$ cat config.mk
export PLATFORM = sky130hd
export DESIGN_NAME = up5k_zx_mem_arbiter
export DESIGN_NICKNAME = d
export VERILOG_FILES = /design/src/rtl/up5k_zx_pkg.sv /design/src/rtl/up5k_zx_arb_pick.sv /design/src/rtl/up5k_zx_mem_arbiter.sv
export SDC_FILE = /design/constraint.sdc
export NUM_CORES = 1
export LEC_CHECK = 0
export BUFFER_PORTS_ARGS = -buffer_cell sky130_fd_sc_hd__buf_2
export CAP_MARGIN = 10
export CORE_AREA = 4 4 53 91
export CTS_CLUSTER_DIAMETER = 60
export DETAILED_ROUTE_END_ITERATION = 12
export DIE_AREA = 0 0 57 95
export GPL_ROUTABILITY_DRIVEN = 0
export HOLD_SLACK_MARGIN = 0.15
export PLACE_DENSITY_LB_ADDON = 0.2
export REMOVE_ABC_BUFFERS = 1
export SYNTH_ARGS = -nofsm -noshare
export SYNTH_HDL_FRONTEND = slang
export SYNTH_SLANG_ARGS = --single-unit
export TNS_END_PERCENT = 100
$ cat constraint.sdc
create_clock -name clk -period 1.8 [get_ports clk]
set_input_delay 0.18 -clock clk [delete_from_list [all_inputs] [get_ports clk]]
set_output_delay 0.18 -clock clk [all_outputs]
set_load 0.02 [all_outputs]
$ cat src/rtl/up5k_zx_pkg.sv
// ---------------------------------------------------------------------------
// up5k_zx_pkg
// Shared types and constants for the ZX SPRAM arbiter slice.
//   zx_state_e : arbiter mode (ST_BOOT while the loader fills the store,
//                ST_RUN once video and CPU share it)
//   zx_rq_e    : requester id, travels down the access pipeline so the
//                read-data stage knows which rvalid to raise
//   GNT_*      : bit positions inside the one-hot grant vector
// ---------------------------------------------------------------------------
package up5k_zx_pkg;

    localparam int ZX_MEM_ADDR_W = 14;

    typedef enum logic {
        ST_BOOT = 1'b0,
        ST_RUN  = 1'b1
    } zx_state_e;

    typedef enum logic [1:0] {
        RQ_NONE = 2'd0,
        RQ_LD   = 2'd1,
        RQ_VID  = 2'd2,
        RQ_CPU  = 2'd3
    } zx_rq_e;

    localparam int GNT_LD  = 0;
    localparam int GNT_VID = 1;
    localparam int GNT_CPU = 2;

endpackage

$ cat src/rtl/up5k_zx_arb_pick.sv
// ---------------------------------------------------------------------------
// up5k_zx_arb_pick
// Combinational grant picker. In BOOT only the loader can win. In RUN video
// beats the CPU unless the CPU has already lost CPU_MAX_WAIT cycles in a row.
// Ports:
//   state    : current arbiter mode
//   ld_req   : loader request
//   vid_req  : video request
//   cpu_req  : CPU request
//   wait_cnt : consecutive cycles the CPU has lost to video
//   grant    : one-hot grant, bit positions GNT_LD / GNT_VID / GNT_CPU
// ---------------------------------------------------------------------------
module up5k_zx_arb_pick
    import up5k_zx_pkg::*;
#(
    parameter int CPU_MAX_WAIT = 3,
    parameter int WAIT_W       = 2
) (
    input  zx_state_e         state,
    input  logic              ld_req,
    input  logic              vid_req,
    input  logic              cpu_req,
    input  logic [WAIT_W-1:0] wait_cnt,
    output logic [2:0]        grant
);

    always_comb begin
        grant = '0;
        if (state == ST_BOOT) begin
            grant[GNT_LD] = ld_req;
        end else if (cpu_req && (!vid_req || wait_cnt == WAIT_W'(CPU_MAX_WAIT))) begin
            // CPU wins when video is idle, or when it is starving
            grant[GNT_CPU] = 1'b1;
        end else if (vid_req) begin
            grant[GNT_VID] = 1'b1;
        end
    end

endmodule

$ cat src/rtl/up5k_zx_mem_arbiter.sv
// ---------------------------------------------------------------------------
// up5k_zx_mem_arbiter
// Shares the single-port 16Kx8 SPRAM between boot loader, video fetcher and
// Z80 CPU, and keeps the loader exclusive until boot completes.
//
// Handshake (all requesters): a requester holds req plus addr/data stable
// until it sees ack. ack is a one-cycle pulse in the grant cycle T; req may
// change or drop in T+1. The access appears on mem_* in T+1 and, for reads,
// rdata is valid with the matching rvalid in T+2.
//
// Ports:
//   clk, resetn                  : clock, async active-low reset
//   ld_req/ld_addr/ld_wdata      : loader write request (BOOT only)
//   ld_done                      : level, loader finished -> RUN
//   ld_ack                       : loader grant pulse
//   vid_req/vid_addr             : video read request
//   vid_ack/vid_rvalid           : video grant pulse / read data valid
//   cpu_req/cpu_we/cpu_addr/...  : CPU read/write request
//   cpu_ack/cpu_rvalid           : CPU grant pulse / read data valid
//   rdata                        : shared read data
//   mem_addr/mem_wen/mem_wdata   : registered access to the SPRAM wrapper
//   mem_rdata                    : SPRAM data, valid the cycle after access
//   booting                      : high while in BOOT
// Optional build macro UP5K_ZX_ARB_STATS_EN adds saturating 16-bit counters
//   cpu_stall_cnt (RUN cycles with cpu_req and no cpu_ack) and
//   vid_grant_cnt (RUN cycles with vid_ack).
// ---------------------------------------------------------------------------
module up5k_zx_mem_arbiter
    import up5k_zx_pkg::*;
#(
    parameter int ADDR_W       = ZX_MEM_ADDR_W,
    parameter int CPU_MAX_WAIT = 3,
    parameter int WAIT_W       = 2
) (
    input  logic              clk,
    input  logic              resetn,
    input  logic              ld_req,
    input  logic [ADDR_W-1:0] ld_addr,
    input  logic [7:0]        ld_wdata,
    input  logic              ld_done,
    output logic              ld_ack,
    input  logic              vid_req,
    input  logic [ADDR_W-1:0] vid_addr,
    output logic              vid_ack,
    output logic              vid_rvalid,
    input  logic              cpu_req,
    input  logic              cpu_we,
    input  logic [ADDR_W-1:0] cpu_addr,
    input  logic [7:0]        cpu_wdata,
    output logic              cpu_ack,
    output logic              cpu_rvalid,
    output logic [7:0]        rdata,
    output logic [ADDR_W-1:0] mem_addr,
    output logic              mem_wen,
    output logic [7:0]        mem_wdata,
    input  logic [7:0]        mem_rdata,
    output logic              booting
`ifdef UP5K_ZX_ARB_STATS_EN
    ,
    output logic [15:0]       cpu_stall_cnt,
    output logic [15:0]       vid_grant_cnt
`endif
);

    zx_state_e         state;
    zx_state_e         state_nxt;
    logic [2:0]        grant;
    logic [WAIT_W-1:0] wait_cnt;
    zx_rq_e            s1_rq;

    up5k_zx_arb_pick #(
        .CPU_MAX_WAIT (CPU_MAX_WAIT),
        .WAIT_W       (WAIT_W)
    ) u_pick (
        .state    (state),
        .ld_req   (ld_req),
        .vid_req  (vid_req),
        .cpu_req  (cpu_req),
        .wait_cnt (wait_cnt),
        .grant    (grant)
    );

    // ---- FSM: state register ----
    always_ff @(posedge clk or negedge resetn) begin
        if (!resetn) state <= ST_BOOT;
        else         state <= state_nxt;
    end

    // ---- FSM: next state ----
    // Leave BOOT only in a cycle with no loader grant, so the final loader
    // write is already on mem_* when RUN begins. RUN is left only by reset.
    always_comb begin
        state_nxt = state;
        if (state == ST_BOOT && ld_done && !grant[GNT_LD]) state_nxt = ST_RUN;
    end

    // ---- FSM: outputs ----
    always_comb begin
        booting = (state == ST_BOOT);
        ld_ack  = grant[GNT_LD];
        vid_ack = grant[GNT_VID];
        cpu_ack = grant[GNT_CPU];
    end

    // ---- Access stage (T+1): registered SPRAM controls ----
    // Without a grant mem_addr/mem_wdata hold and mem_wen drops.
    always_ff @(posedge clk or negedge resetn) begin
        if (!resetn) begin
            s1_rq     <= RQ_NONE;
            mem_addr  <= '0;
            mem_wen   <= 1'b0;
            mem_wdata <= '0;
        end else begin
            s1_rq   <= RQ_NONE;
            mem_wen <= 1'b0;
            if (grant[GNT_LD]) begin
                s1_rq     <= RQ_LD;
                mem_addr  <= ld_addr;
                mem_wdata <= ld_wdata;
                mem_wen   <= 1'b1;
            end else if (grant[GNT_VID]) begin
                s1_rq     <= RQ_VID;
                mem_addr  <= vid_addr;
            end else if (grant[GNT_CPU]) begin
                s1_rq     <= RQ_CPU;
                mem_addr  <= cpu_addr;
                mem_wdata <= cpu_wdata;
                mem_wen   <= cpu_we;
            end
        end
    end

    // ---- Data stage (T+2): steer read-valid to the owner of the read ----
    always_ff @(posedge clk or negedge resetn) begin
        if (!resetn) begin
            vid_rvalid <= 1'b0;
            cpu_rvalid <= 1'b0;
        end else begin
            vid_rvalid <= (s1_rq == RQ_VID);
            cpu_rvalid <= (s1_rq == RQ_CPU) && !mem_wen;
        end
    end

    // The SPRAM output register already holds the byte in T+2; gating it
    // keeps rdata at zero whenever no read is being returned.
    assign rdata = (vid_rvalid || cpu_rvalid) ? mem_rdata : 8'h00;

    // ---- CPU starvation counter (saturating, never wraps) ----
    always_ff @(posedge clk or negedge resetn) begin
        if (!resetn) begin
            wait_cnt <= '0;
        end else if (!cpu_req || grant[GNT_CPU]) begin
            wait_cnt <= '0;
        end else if (grant[GNT_VID] && wait_cnt != WAIT_W'(CPU_MAX_WAIT)) begin
            wait_cnt <= wait_cnt + WAIT_W'(1);
        end
    end

`ifdef UP5K_ZX_ARB_STATS_EN
    always_ff @(posedge clk or negedge resetn) begin
        if (!resetn) begin
            cpu_stall_cnt <= '0;
            vid_grant_cnt <= '0;
        end else if (state == ST_RUN) begin
            if (cpu_req && !grant[GNT_CPU] && cpu_stall_cnt != 16'hFFFF)
                cpu_stall_cnt <= cpu_stall_cnt + 16'd1;
            if (grant[GNT_VID] && vid_grant_cnt != 16'hFFFF)
                vid_grant_cnt <= vid_grant_cnt + 16'd1;
        end
    end
`endif

endmodule

==> metrics.log, run 1 <==
[metrics] slew at the pin closest to its max-slew limit: 684.7 ps
[metrics] number of antenna violations at the first check in global routing: 0
[metrics] HP Class: in -> reg
[metrics] EDFF count, synth: 0
[metrics] post-synthesis cell count: 148
[metrics] worst hold margin: 168.8 ps
[metrics] count of unique library cells instantiated by Yosys: 23
[metrics] setup tns final: 0 ps
[metrics] Vias per Instance: 5.293
[metrics] residual antenna-violating net count after detailed routing: 0
[metrics] Core Footprint: 4111 um^2
[metrics] core occupancy in the finished layout: 0.5940
[metrics] main flop type after synthesis: dfrtp_1
[metrics] CP startpoint kind: flop
[metrics] post-route minimum period: 1664 ps
[metrics] max-cap viol count: 0
[metrics] largest net degree at the start of global routing: 31
[metrics] clock slew at reported path FFs: 60 ps
[metrics] basic-gate share of the synthesized area counting and, or, nand and nor cells: 0.1363
[metrics] synthesized-area fraction occupied by xor and xnor cells: 0.005271
[metrics] wire length of the first global-routing pass: 7320 um
[metrics] Hold Violations, Final: 0
[metrics] leading cell types by total area after synthesis: dfrtp_1 45%, a32o_1 8.4%, a211o_1 7.4%
[metrics] number of setup violations in the final report: 0
[metrics] Routed Wire Length: 4689 um
[metrics] share of post-route cells with drive strength above 1: 0.5191
[metrics] Crit Path Class: reg -> out
[metrics] starting density of the core: 0.4041
[metrics] leakage power total: 0.001273 uW
[metrics] cell type with the largest total area after synthesis: dfrtp_1
[metrics] beginning of the worst register-to-register path: state$_DFFE_PN0P_
[metrics] Port Buf Inserts: 109
[metrics] top-count cell post-synth: dfrtp_1
[metrics] most numerous cell types in the synthesized netlist: 30 x dfrtp_1, 15 x a21o_1, 14 x a211o_1, 14 x a32o_1, 14 x nand3b_1
[metrics] GRT Total Usage: 0.1774
[metrics] share of the clock period used by the worst path: 0.9243
[metrics] total number of placement rows: 31
[metrics] proportion of netlist area held by the largest area contributor: 0.4518
[metrics] mux cell area share after synthesis: 0.1084
[metrics] vias: 1646
[metrics] start point of the critical path: wait_cnt[0]$_DFFE_PN0P_
[metrics] beginning of the worst hold path: ld_req
[metrics] average footprint of a synthesized cell: 11.23 um^2
[metrics] areal power density over the cells: 772.2 nW/um^2
[metrics] fraction of registers with async set or reset after synthesis: 1.000
[metrics] sum of net half-perimeters after detailed placement: 3609 um
[metrics] grt ovf: 0
[metrics] largest family of logic cells by synthesized area: compound AO/OA/AOI/OAI gates
[metrics] Cells after DPL: 301
[metrics] number of global-route vias before repair: 1604
[metrics] CTS sink cnt: 30
[metrics] unrepaired setup endpoints after global routing: no
[metrics] final instance area: 2442 um^2
[metrics] y dimension of the die: 95 um
[metrics] Reg area: 750.7 um^2
[metrics] first drt pass iteration count: 4
[metrics] number of H-tree branching levels: 2
[metrics] maximum count of clock buffers along a single path: 2
[metrics] relative slew slack: 0.5436
[metrics] Routed WL per cell: 15.08 um
[metrics] DIE AREA: 5415 um^2
[metrics] overall die width: 57 um
[metrics] clock tree from TritonCTS: yes
[metrics] Post-layout nets: 335
[metrics] highest fanout seen on the critical path: 29
[metrics] Netlist Area Pre-Place: 1662 um^2
[metrics] post-synthesis share of cell area spent on full adders, half adders and majority gates: 0.007530
[metrics] Worst Clk Skew: 3.085 ps
[metrics] area of the multi-input gates: 849.6 um^2
[metrics] TritonCTS buffer count: 5
[metrics] data arrival at the endpoint of the critical path: 1480 ps
[metrics] share of the yosys chip area belonging to registers: 0.4518
[metrics] synth warn: 0
[metrics] final standard cell count with taps included and fillers excluded: 311
[metrics] clk_lat worst skew: 280 ps
[metrics] area added between synthesis and finish: 46.99%
[metrics] violation count after the first detailed-routing iteration: 28
[metrics] capturing element type of the critical path: primary output
[metrics] Worst Path Required: 1620 ps
[metrics] Final Slew Violations: 0
[metrics] Peak Freq: 601.1 MHz
[metrics] Placed Area: 2308 um^2
[metrics] number of fill cells in the layout: 402
[metrics] I/O pin count: 110
[metrics] root cell of the clock tree: clkbuf_8
[metrics] number of remaining DRC errors: 0
[metrics] flops & latches, synth: 30
[metrics] number of diodes added for antenna fixing: 0
[metrics] area fraction in compound gates after synthesis: 0.2470
[metrics] Max IR drop VDD: 0.5998 mV
[metrics] run status: completed
-- power by group --
part	switching [uW]	internal, uW	leakage [uW]
clock	241	385	0.0000575
combinational	251	224	0.000862
sequential	37.1	747	0.000353
total	529	1360	0.00127
-- kinds of logic after synthesis --
| family | count (synthesis) |
|---|---|
| xor+xnor | 1 |
| compound gates | 48 |
| simple gates | 37 |
| mux | 16 |
| flops | 30 |
| fa+ha+maj | 1 |
| buf+inv | 15 |
-- critical path, stage by stage, from the launching register on --
cell and delay, ps:
dfrtp_1 410, ha_1 220, nand2_1 110, buf_12 180, and2_1 130, buf_2 150
-- path summary, 6_finish.rpt --
check	cells past startpoint	slack [ps]	to
max	5	140	vid_ack
min	2	170	state$_DFFE_PN0P_
max reg2reg	5	200	mem_wdata[0]$_DFFE_PN0P_
min reg2reg	1	420	cpu_rvalid$_DFF_PN0_
max in group asynchronous	2	880	s1_rq[1]$_DFF_PN0_
min in group asynchronous	2	480	mem_addr[5]$_DFFE_PN0P_
-- state kept, by name, indices dropped and copies added (netlist names) --
name	count
state	1
mem_wdata	8
wait_cnt	2
mem_addr	14
s1_rq	2
vid_rvalid	1
mem_wen	1
cpu_rvalid	1
-- layout by cell type (no fill, tap or decap), types with 2 or more instances in the layout --
cell / instances
nor2b_1: 10
nand2_1: 5
inv_1: 2
nand3b_1: 14
nor2_1: 4
dfrtp_1: 30
buf_2: 109
a21o_1: 15
and2_1: 2
a211o_1: 14
mux2_2: 8
a32o_1: 14
buf_12: 3
buf_4: 5
clkbuf_8: 8
mux2_1: 8
dlygate4sd3_1: 2
-- layout make-up --
type / instances / area share
multi-input cells: 103 / 0.3478
flip-flops and latches: 30 / 0.3074
repair buffers: 119 / 0.2715
clock buffers: 8 / 0.04508
well taps: 49 / 0.02510
inverters: 2 / 0.003074
-- through the flow --
step | worst slack (ps) | power [uW]
after global placement | 91.20 | 1269
after floorplan | -1302 | 1054
final | 136.3 | 1886
after global routing | 43.52 | 1988
after CTS | 48.22 | 1916
after detailed placement | 63.31 | 1275
-- repair_timing --
item,CTS,global route
hold buffers,2,0
hold endpoints to repair,31,0
resized for setup,0,1
setup endpoints to repair,0,8
buffers inserted,0,0
-- routing by layer --
metal / up-vias / global-route usage / wire (um)
li1: 782 / - / -
met1: 786 / 0.1711 / 1645
met2: 71 / 0.3445 / 2580
met3: 7 / 0.05198 / 393
met4: 0 / 0.06383 / 70
met5: - / 0 / 0
No activity file was read; power rests on OpenSTA's default activity.
==> run 2: changes to the inputs <==
--- a/config.mk
+++ b/config.mk
@@ -9,9 +9,11 @@
 export CAP_MARGIN = 10
 export CORE_AREA = 4 4 53 91
 export CTS_CLUSTER_DIAMETER = 60
+export CTS_CLUSTER_SIZE = 25
 export DETAILED_ROUTE_END_ITERATION = 12
 export DIE_AREA = 0 0 57 95
 export GPL_ROUTABILITY_DRIVEN = 0
+export GPL_TIMING_DRIVEN = 0
 export HOLD_SLACK_MARGIN = 0.15
 export PLACE_DENSITY_LB_ADDON = 0.2
 export REMOVE_ABC_BUFFERS = 1
==> metrics.log, run 2 (synthesis results as in run 1) <==
[metrics] Buf+Inv Stages, Crit Path: 1 (-1)
[metrics] internal power summed over all cells: 1372 uW (+1.1%)
[metrics] Cells after DPL: 293 (-2.7%)
[metrics] clock slew at reported path FFs: 70 ps (about the same)
[metrics] Post-layout nets: 330 (-1.5%)
[metrics] setup tns final: 0 ps (unchanged)
[metrics] final standard cell count with taps included and fillers excluded: 306 (-1.6%)
[metrics] number of H-tree branching levels: 2 (unchanged)
[metrics] cell at the slowest stage of the critical path: dfrtp_1
[metrics] first drt pass iteration count: 4 (unchanged)
[metrics] share of post-route cells with drive strength above 1: 0.5214 (+0.002317)
[metrics] slowest cell delay on critical path: 400 ps (about the same)
[metrics] Worst Path Required: 1620 ps (about the same)
[metrics] critical path's top delay family: simple AND/OR/NAND/NOR gates
[metrics] Core Footprint: 4111 um^2 (unchanged)
[metrics] relative contribution of combinational cells to total power: 0.246 (-0.006)
[metrics] sw power: 538.8 uW (+1.9%)
[metrics] largest net degree at the start of global routing: 31 (unchanged)
[metrics] clock share of power: 0.345 (+0.013)
[metrics] slew at the pin closest to its max-slew limit: 829.6 ps (+144.9 ps)
[metrics] wire length of the first global-routing pass: 7300 um (-0.27%)
[metrics] Port Buf Inserts: 109 (unchanged)
[metrics] I/O pin count: 110 (unchanged)
[metrics] cell depth of the worst setup path: 4 (-1)
[metrics] run status: completed
[metrics] share of the clock period used by the worst path: 0.9391 (+0.01478)
[metrics] Final Slew Violations: 0 (unchanged)
[metrics] Peak Freq: 591.6 MHz (-1.6%)
[metrics] number of remaining DRC errors: 0 (unchanged)
[metrics] clock tree from TritonCTS: yes
[metrics] violation count after the first detailed-routing iteration: 19 (-32%)
[metrics] Max IR drop VDD: 0.7268 mV (+21%)
[metrics] Hold Violations, Final: 0 (unchanged)
[metrics] HP Class: in -> reg
[metrics] number of antenna violations at the first check in global routing: 0 (unchanged)
[metrics] largest registers: mem_addr: 14 flops, mem_wdata: 8 flops
[metrics] max-cap viol count: 0 (unchanged)
[metrics] sum of net half-perimeters after detailed placement: 3340 um (-7.5%)
[metrics] Worst Clk Skew: 3.788 ps (+0.7028 ps)
[metrics] highest fanout seen on the critical path: 29 (unchanged)
[metrics] unrepaired setup endpoints after global routing: no
[metrics] Vias per Instance: 5.324 (+0.58%)
[metrics] FF-to-FF path depth: 3 (-2)
[metrics] Seq pwr share: 0.409 (-0.007)
[metrics] grt ovf: 0 (unchanged)
[metrics] maximum count of clock buffers along a single path: 2 (unchanged)
[metrics] CTS sink cnt: 30 (unchanged)
[metrics] vias: 1629 (-1.0%)
[metrics] register with the most flip-flops: mem_addr
[metrics] DIE AREA: 5415 um^2 (unchanged)
[metrics] relative slew slack: 0.4444 (-0.09913)
[metrics] cell breakdown of the critical path: ha_1, nand2_4, and2_1, buf_2
[metrics] leakage power total: 0.001242 uW (-2.5%)
[metrics] TritonCTS buffer count: 5 (unchanged)
[metrics] capturing element type of the critical path: primary output
[metrics] number of global-route vias before repair: 1591 (-0.81%)
[metrics] CP startpoint kind: flop
[metrics] GRT Total Usage: 0.1717 (-0.005729)
[metrics] switching share of power: 0.2819 (+0.001524)
[metrics] number of instances on the worst hold path: 2 (unchanged)
[metrics] number of diodes added for antenna fixing: 0 (unchanged)
[metrics] post-route minimum period: 1690 ps (+26.60 ps)
[metrics] number of flip-flops in the largest register: 14 (unchanged)
[metrics] overall die width: 57 um (unchanged)
[metrics] starting density of the core: 0.4041 (unchanged)
[metrics] Routed WL per cell: 15.19 um (+0.77%)
[metrics] # Post-CTS Setup Buffers: 0 (unchanged)
[metrics] most frequent standard cell in the layout excluding fill and tap cells: buf_2
[metrics] residual antenna-violating net count after detailed routing: 0 (unchanged)
[metrics] Routed Wire Length: 4649 um (-0.85%)
[metrics] y dimension of the die: 95 um (unchanged)
[metrics] total number of placement rows: 31 (unchanged)
[metrics] root cell of the clock tree: clkbuf_8
[metrics] number of setup violations in the final report: 0 (unchanged)
[metrics] areal power density over the cells: 801.8 nW/um^2 (+3.8%)
[metrics] Crit Path Class: reg -> out
[metrics] most frequent cells in the layout: 109 x buf_2, 29 x dfrtp_1, 15 x a21o_1
[metrics] area added between synthesis and finish: 43.45%
[metrics] data arrival at the endpoint of the critical path: 1510 ps (+30 ps)
[metrics] clk_lat worst skew: 280 ps (about the same)
-- run 2: changes by cell type in the layout (fill, tap and decap cells not counted), sizes merged --
| cell | previous run | this run |
|---|---|---|
| bufinv | 0 | 1 |
| buf | 117 | 109 |
| clkinv | 0 | 2 |
| nor2b | 11 | 13 |
| dlygate4sd3 | 2 | 3 |
| clkbuf | 8 | 5 |
-- run 2: path summary, 6_finish.rpt --
check / from / to / slack (ps)
max reg2reg: state$_DFFE_PN0P_ / mem_addr[10]$_DFFE_PN0P_ / 180
min in group asynchronous: resetn / mem_addr[5]$_DFFE_PN0P_ / 470
max: wait_cnt[0]$_DFFE_PN0P_ / vid_ack / 110
min: ld_req / state$_DFFE_PN0P_ / 160
max in group asynchronous: resetn / state$_DFFE_PN0P_ / 860
min reg2reg: mem_wen$_DFF_PN0_ / cpu_rvalid$_DFF_PN0_ / 420
-- run 2: through the flow --
| step | cell area [um^2] | worst slack [ps] | total power (uW) | hold WS [ps] | util |
|---|---|---|---|---|---|
| 2_1_floorplan | 1597 | -1302 | 1054 | -115.6 | - |
| 4_1_cts | 2384 | 105.6 | 1935 | 153.4 | 0.5797 |
| 3_3_place_gp | 2203 | -2044 | 1256 | 252.0 | 0.5359 |
| 6_report | 2384 | 109.7 | 1911 | 156.4 | 0.5797 |
| 3_5_place_dp | 2211 | -497.7 | 1263 | 254.9 | 0.5377 |
| 5_1_grt | 2384 | 22.81 | 2000 | 172.5 | 0.5797 |
-- run 2: layout make-up --
| cell class | instances | area [um^2] |
|---|---|---|
| tap | 49 | 61.31 |
| fill | 403 | 1728 |
| sequential | 30 | 752.0 |
| clock inverter | 3 | 40.04 |
| clock buffer | 5 | 68.82 |
| inverter | 2 | 7.507 |
| multi-input combinational | 105 | 878.3 |
| timing repair buffer | 112 | 575.6 |
-- run 2: power groups by stage --
stage                     clock, uW  sequential, uW  combinational (uW)
after floorplan                   0             879                 175
after global placement            0             794                 461
after detailed placement          0             796                 467
after CTS                       674             784                 478
after global routing            695             791                 514
final                           659             782                 470
-- run 2: metal layers --
layer,vias up,global-route usage,part of all wire
met5,-,0,0
met4,0,0.05803,0.017
met3,7,0.04241,0.084
met2,72,0.3378,0.56
met1,779,0.1682,0.34
li1,771,-,-
-- run 2: timing repair --
item,in CTS,in global routing
resized for setup,7,0
hold buffers,3,0
hold endpoints to repair,32,0
setup endpoints to repair,25,0
-- run 2: worst reg2reg max path: stages (launching register included) --
cell	delay [ps]
dfrtp_2	500
o21a_2	270
nor2_2	550
a32o_1	230
